$ cat src/rtl/shift_add_mul_scheduler.sv
`default_nettype none
// ============================================================================
//  Module      : shift_add_mul_scheduler
//  Description : One sequential shift-and-add multiplier shared by REQ
//                requesters. A round-robin arbiter selects a requester, the
//                core consumes one multiplier bit per clock, and the tagged
//                product is returned on a single backpressured channel.
//  Revision    : 1.0 - initial release
// ============================================================================
module shift_add_mul_scheduler #(
    parameter int M   = 8,   // multiplicand width
    parameter int N   = 8,   // multiplier width, also number of RUN cycles
    parameter int REQ = 4,   // number of requesters (power of two)
    parameter int IDW = 2    // log2(REQ)
) (
    input  logic               clk,
    input  logic               rst,
    input  logic [REQ-1:0]     req_valid,
    input  logic [REQ*M-1:0]   req_a,
    input  logic [REQ*N-1:0]   req_b,
    output logic [REQ-1:0]     req_ready,
    output logic               rsp_valid,
    input  logic               rsp_ready,
    output logic [M+N-1:0]     rsp_c,
    output logic [IDW-1:0]     rsp_id,
    output logic               busy
);

    // Counter is sized with one spare bit so N = 1 still gets a legal width.
    localparam int             c_CW       = $clog2(N + 1);
    localparam logic [c_CW-1:0] c_CNT_LAST = c_CW'(N - 1);
    localparam logic [REQ-1:0] c_ONE_HOT0 = REQ'(1);

    typedef enum logic [1:0] {
        ST_IDLE = 2'd0,
        ST_RUN  = 2'd1,
        ST_DONE = 2'd2
    } state_t;

    state_t            state_q,     state_d;
    logic [IDW-1:0]    rr_ptr_q,    rr_ptr_d;
    logic [M+N-1:0]    a_q,         a_d;
    logic [N-1:0]      b_q,         b_d;
    logic [M+N-1:0]    acc_q,       acc_d;
    logic [c_CW-1:0]   cnt_q,       cnt_d;
    logic [M+N-1:0]    rsp_c_q,     rsp_c_d;
    logic [IDW-1:0]    rsp_id_q,    rsp_id_d;
    logic              rsp_valid_q, rsp_valid_d;

    logic              w_grant_found;
    logic [IDW-1:0]    w_grant_idx;
    logic [IDW-1:0]    w_cand;
    logic [M+N-1:0]    w_acc_next;
    logic [REQ-1:0]    w_req_ready;

    // Round-robin search starting at rr_ptr; index arithmetic wraps because
    // REQ is a power of two and the pointer is exactly IDW bits wide.
    always_comb begin
        w_grant_found = 1'b0;
        w_grant_idx   = '0;
        w_cand        = '0;
        for (int k = 0; k < REQ; k++) begin
            w_cand = rr_ptr_q + IDW'(k);
            if (!w_grant_found && req_valid[w_cand]) begin
                w_grant_found = 1'b1;
                w_grant_idx   = w_cand;
            end
        end
    end

    // Next-state, datapath update and grant output for the IDLE/RUN/DONE FSM.
    always_comb begin
        state_d     = state_q;
        rr_ptr_d    = rr_ptr_q;
        a_d         = a_q;
        b_d         = b_q;
        acc_d       = acc_q;
        cnt_d       = cnt_q;
        rsp_c_d     = rsp_c_q;
        rsp_id_d    = rsp_id_q;
        rsp_valid_d = rsp_valid_q;
        w_req_ready = '0;
        // Conditional add of the current shifted multiplicand; the product
        // fits in M+N bits so no carry out is ever lost.
        w_acc_next  = b_q[0] ? (acc_q + a_q) : acc_q;

        case (state_q)
            ST_IDLE: begin
                if (w_grant_found) begin
                    // The granted requester is known valid, so this is the handshake.
                    w_req_ready = c_ONE_HOT0 << w_grant_idx;
                    a_d         = {{N{1'b0}}, req_a[w_grant_idx*M +: M]};
                    b_d         = req_b[w_grant_idx*N +: N];
                    acc_d       = '0;
                    cnt_d       = '0;
                    rsp_id_d    = w_grant_idx;
                    rr_ptr_d    = w_grant_idx + IDW'(1);
                    state_d     = ST_RUN;
                end
            end
            ST_RUN: begin
                acc_d = w_acc_next;
                a_d   = a_q << 1;
                b_d   = b_q >> 1;
                cnt_d = cnt_q + c_CW'(1);
                // Fixed N-cycle latency: no early exit when B runs out of ones.
                if (cnt_q == c_CNT_LAST) begin
                    rsp_c_d     = w_acc_next;
                    rsp_valid_d = 1'b1;
                    state_d     = ST_DONE;
                end
            end
            ST_DONE: begin
                // Hold the response until the sink takes it; the grant
                // reopens only on the following cycle.
                if (rsp_ready) begin
                    rsp_valid_d = 1'b0;
                    state_d     = ST_IDLE;
                end
            end
            default: begin
                state_d = ST_IDLE;
            end
        endcase
    end

    // State and datapath registers; reset discards any in-flight operation.
    always_ff @(posedge clk or posedge rst) begin
        if (rst) begin
            state_q     <= ST_IDLE;
            rr_ptr_q    <= '0;
            a_q         <= '0;
            b_q         <= '0;
            acc_q       <= '0;
            cnt_q       <= '0;
            rsp_c_q     <= '0;
            rsp_id_q    <= '0;
            rsp_valid_q <= 1'b0;
        end else begin
            state_q     <= state_d;
            rr_ptr_q    <= rr_ptr_d;
            a_q         <= a_d;
            b_q         <= b_d;
            acc_q       <= acc_d;
            cnt_q       <= cnt_d;
            rsp_c_q     <= rsp_c_d;
            rsp_id_q    <= rsp_id_d;
            rsp_valid_q <= rsp_valid_d;
        end
    end

    assign req_ready = w_req_ready;
    assign rsp_valid = rsp_valid_q;
    assign rsp_c     = rsp_c_q;
    assign rsp_id    = rsp_id_q;
    assign busy      = (state_q != ST_IDLE);

endmodule
`default_nettype wire

$ cat config.mk
export PLATFORM = sky130hd
export DESIGN_NAME = shift_add_mul_scheduler
export DESIGN_NICKNAME = d
export VERILOG_FILES = /design/src/rtl/shift_add_mul_scheduler.sv
export SDC_FILE = /design/constraint.sdc
export NUM_CORES = 1
export LEC_CHECK = 0
export ABC_AREA = 1
export ABC_CLOCK_PERIOD_IN_PS = 2700
export CORE_ASPECT_RATIO = 0.8
export CORE_MARGIN = 2
export CORE_UTILIZATION = 41
export DETAILED_ROUTE_END_ITERATION = 16
export PLACE_DENSITY_LB_ADDON = 0.25
export SYNTH_ARGS = -nofsm -noshare
export SYNTH_HDL_FRONTEND = slang
export SYNTH_SLANG_ARGS = --single-unit
export TNS_END_PERCENT = 50
$ cat constraint.sdc
create_clock -name clk -period 2.7 [get_ports clk]
set_clock_uncertainty 0.2 [all_clocks]
set_input_delay 0.27 -clock clk [delete_from_list [all_inputs] [get_ports clk]]
set_output_delay 0.27 -clock clk [all_outputs]
set_load 0.02 [all_outputs]
==> metrics.md <==
| Metric | Value |
|---|---|
| M3 GR Usage | `5.78%` |
| Pwr/cell area | `1520 nW/um^2` |
| Sequential area share after synthesis | `36.9%` |
| Status | `finished, final reports clean` |
| Max-slew violations | `0` |
| HPWL after DPL | `9.34 mm` |
| Mapped Nets | `739` |
| Overall global routing resource usage | `21.7%` |
| Core Area | `10800 um^2` |
| Total power | `0.00930 W` |
| Root Buffer | `clkbuf_16` |
| Synth Instances | `647` |
| R2R Setup Slk | `0.14 ns` |
| Number of I/O port buffers | `94` |
| Antenna diode count | `0` |
| Yosys top cell by area | `dfrtp_1` |
| GP Congestion | `0.936` |
| Die Span Y | `98.1 um` |
| Initial Util | `41.9%` |
| Mapped Area | `4540 um^2` |
| Worst r2r src | `rr_ptr_q[0]$_DFFE_PP0P_` |
| Vias in the first global route | `4460` |
| GR peak layer | `met2` |
| # DRC | `0` |
| Ys flop type | `dfrtp_1` |
| Drt first pass iters | `5` |
| Routed wire per std cell | `14.0 um` |
| Die width | `122 um` |
| CTS buffer count | `9` |
| Crit path to | `req_ready[1]` |
| Maximum vdd drop | `1460 uV` |
| Fraction of layout cells with a size suffix above 1 | `12.7%` |
| Top Ports | `95` |
| Unique cell type count in the Yosys netlist | `31` |
| Iter 0 DRT Violations | `254` |
| Largest net degree at the start of global routing | `33` |
| RSZ-0062 raised after global routing | `yes` |
| Area Growth Syn to Fin | `34.9%` |
| Post-route cell area | `6130 um^2` |
| Synth top cells by count | `nand2_1, nand3_1, inv_1, dfrtp_1, o21ai_0` |
| Fin crit period | `2.69 ns` |
| Crit path DAT | `2.22 ns` |
| Share of flip-flops with an asynchronous set or reset | `100%` |
| CP Capture Type | `primary output` |
| Req. time, crit path | `2.23 ns` |
| Max Freq | `0.372 GHz` |
| Slew HR | `49.7%` |
| Clk sinks | `67` |
| Crit Path Max Fanout | `5` |
| DR vias/cell | `5.14` |
| Layout Nets | `843` |
| Worst-Margin Slew | `0.754 ns` |
| CTS clk-pin slew, worst paths | `0.05 ns` |
| First-pass GRT wire length | `20.7 mm` |
| LEAKAGE | `3.03 nW` |
| RR Endpoint | `cnt_q[1]$_DFFE_PP0P_` |
| Final hold slack | `0.0781 ns` |
| Crit path kind | `register to primary output` |
| Hold buffer count at CTS | `0` |
| Synth top area cells | `dfrtp_1, nand2_1, nand3_1` |
| Ys Warns | `0` |
| HP Class | `primary input to async pin` |
| Post-synth EDFFs | `0` |
| Met2 usage | `34.9%` |
| Vias | `4623` |
| CTS tree | `yes` |
| Final period utilization | `99.5%` |
| Critical path launch point type | `register` |
| Max-cap violations | `0` |
| R2R depth | `14` |
| Number of synthesized register bits | `67` |
| Fraction of synthesized cell area taken by the top area cell type | `36.9%` |
| Rows | `34` |
| Clk_lat worst skew | `0.34 ns` |
| Met1 Use GR | `29.1%` |
| Initial antenna violation count | `0` |
| Final hold vios | `0` |
| Final number of setup-violating endpoints | `0` |
| Die area | `11900 um^2` |
| DP Area | `5660 um^2` |
| Final core utilization | `56.5%` |
| Setup TNS Final | `0 ns` |
| Gr ovfl total | `0` |
| Deepest clock path buffer count | `2` |
| Post-DRT Antenna Nets | `0` |
| Count leader, synth | `nand2_1` |
| Total wire length | `12.6 mm` |
| CTS H-tree depth | `3` |
| Synth Area per Inst | `7.02 um^2` |
| Worst Setup SP | `rr_ptr_q[0]$_DFFE_PP0P_` |
==> cells by family after synthesis <==
family	synth area share (%)
and+or+nand+nor	34.2
buffers and inverters	10.6
DFF	36.9
adders and majority gates	5.95
AOI/OAI and AO/OA	10.8
xor gates and xnor gates	1.54
==> power by group <==
group	switching, W	internal [W]	leakage (nW)
combinational	0.00387	0.00242	2.05
clock	0.000412	0.000758	0.146
sequential	0.000337	0.00150	0.832
==> cells in the final DEF, fill, tap and decap left out, types with 4 or more instances in the layout <==
cell and count:
buf_4 24, dfrtp_1 65, nand3_2 6, ha_1 18, inv_1 71, nor2_1 22, a21oi_1 24, xor2_1 7
nand2_1 175, nor2_2 4, nand3_1 111, inv_2 8, nand2_2 18, clkbuf_16 9, clkdlybuf4s50_1 90, o21ai_0 44
o22ai_1 20
==> metrics by stage <==
step                setup WS (ns)  cells
detailed placement         -0.258    875
global route              -0.0736    899
floorplan                   0.364    647
CTS                      -0.00297    891
finish                     0.0142    899
global placement           -0.128    875
==> layer usage <==
metal | wire [um] | up-vias | share of wire, %
li1 | - | 2315 | -
met1 | 5820 | 2179 | 46
met2 | 6000 | 110 | 48
met3 | 600 | 19 | 4.8
met4 | 181 | 0 | 1.4
met5 | 0 | - | 0
==> cell type report <==
| cell class | count | area [um^2] |
|---|---|---|
| fill | 1019 | 4720 |
| multi-input combinational | 469 | 2470 |
| sequential | 67 | 1680 |
| timing repair buffer | 120 | 1170 |
| inverter | 83 | 323 |
| clock buffer | 13 | 260 |
| tap | 144 | 180 |
| clock inverter | 2 | 35.0 |
| timing repair inverter | 1 | 7.51 |
==> state kept, by name, summed over array words and instances (netlist names) <==
signal	flops
rsp_id	2
b_q	8
acc_q	16
rsp_valid	1
state_q	2
a_q	16
rsp_c	16
rr_ptr_q	2
cnt_q	4
==> worst min-delay path by stage <==
stage	slack (ns)	endpoint	from
after detailed placement	0.26	rsp_c[11]$_DFFE_PP0P_	rsp_c[11]$_DFFE_PP0P_
after global placement	0.27	rsp_c[5]$_DFFE_PP0P_	rsp_c[5]$_DFFE_PP0P_
after CTS	0.1	state_q[0]$_DFFE_PP0P_	rst
final	0.08	state_q[0]$_DFFE_PP0P_	rst
after global routing	0.11	state_q[0]$_DFFE_PP0P_	rst
after floorplan	0.18	state_q[1]$_DFFE_PP0P_	rsp_ready
==> repair_timing <==
| item | 4_1_cts | 5_1_grt |
|---|---|---|
| gates resized for setup | 18 | 39 |
| setup endpoints to repair | 4 | 4 |
| pin swaps | 0 | 14 |
| gates cloned | 0 | 1 |
| buffers inserted | 1 | 7 |
==> critical path: stages (launching register included) <==
cell	delay, ns
dfrtp_2	0.42
buf_12	0.15
inv_4	0.07
nand2_1	0.06
nand2_2	0.13
nand2_1	0.13
inv_2	0.10
nor2_2	0.05
nand3_4	0.10
nand3_4	0.13
inv_4	0.11
ha_1	0.15
inv_1	0.04
nor2_1	0.10
buf_4	0.15
Power figures use the tool's default switching activity.
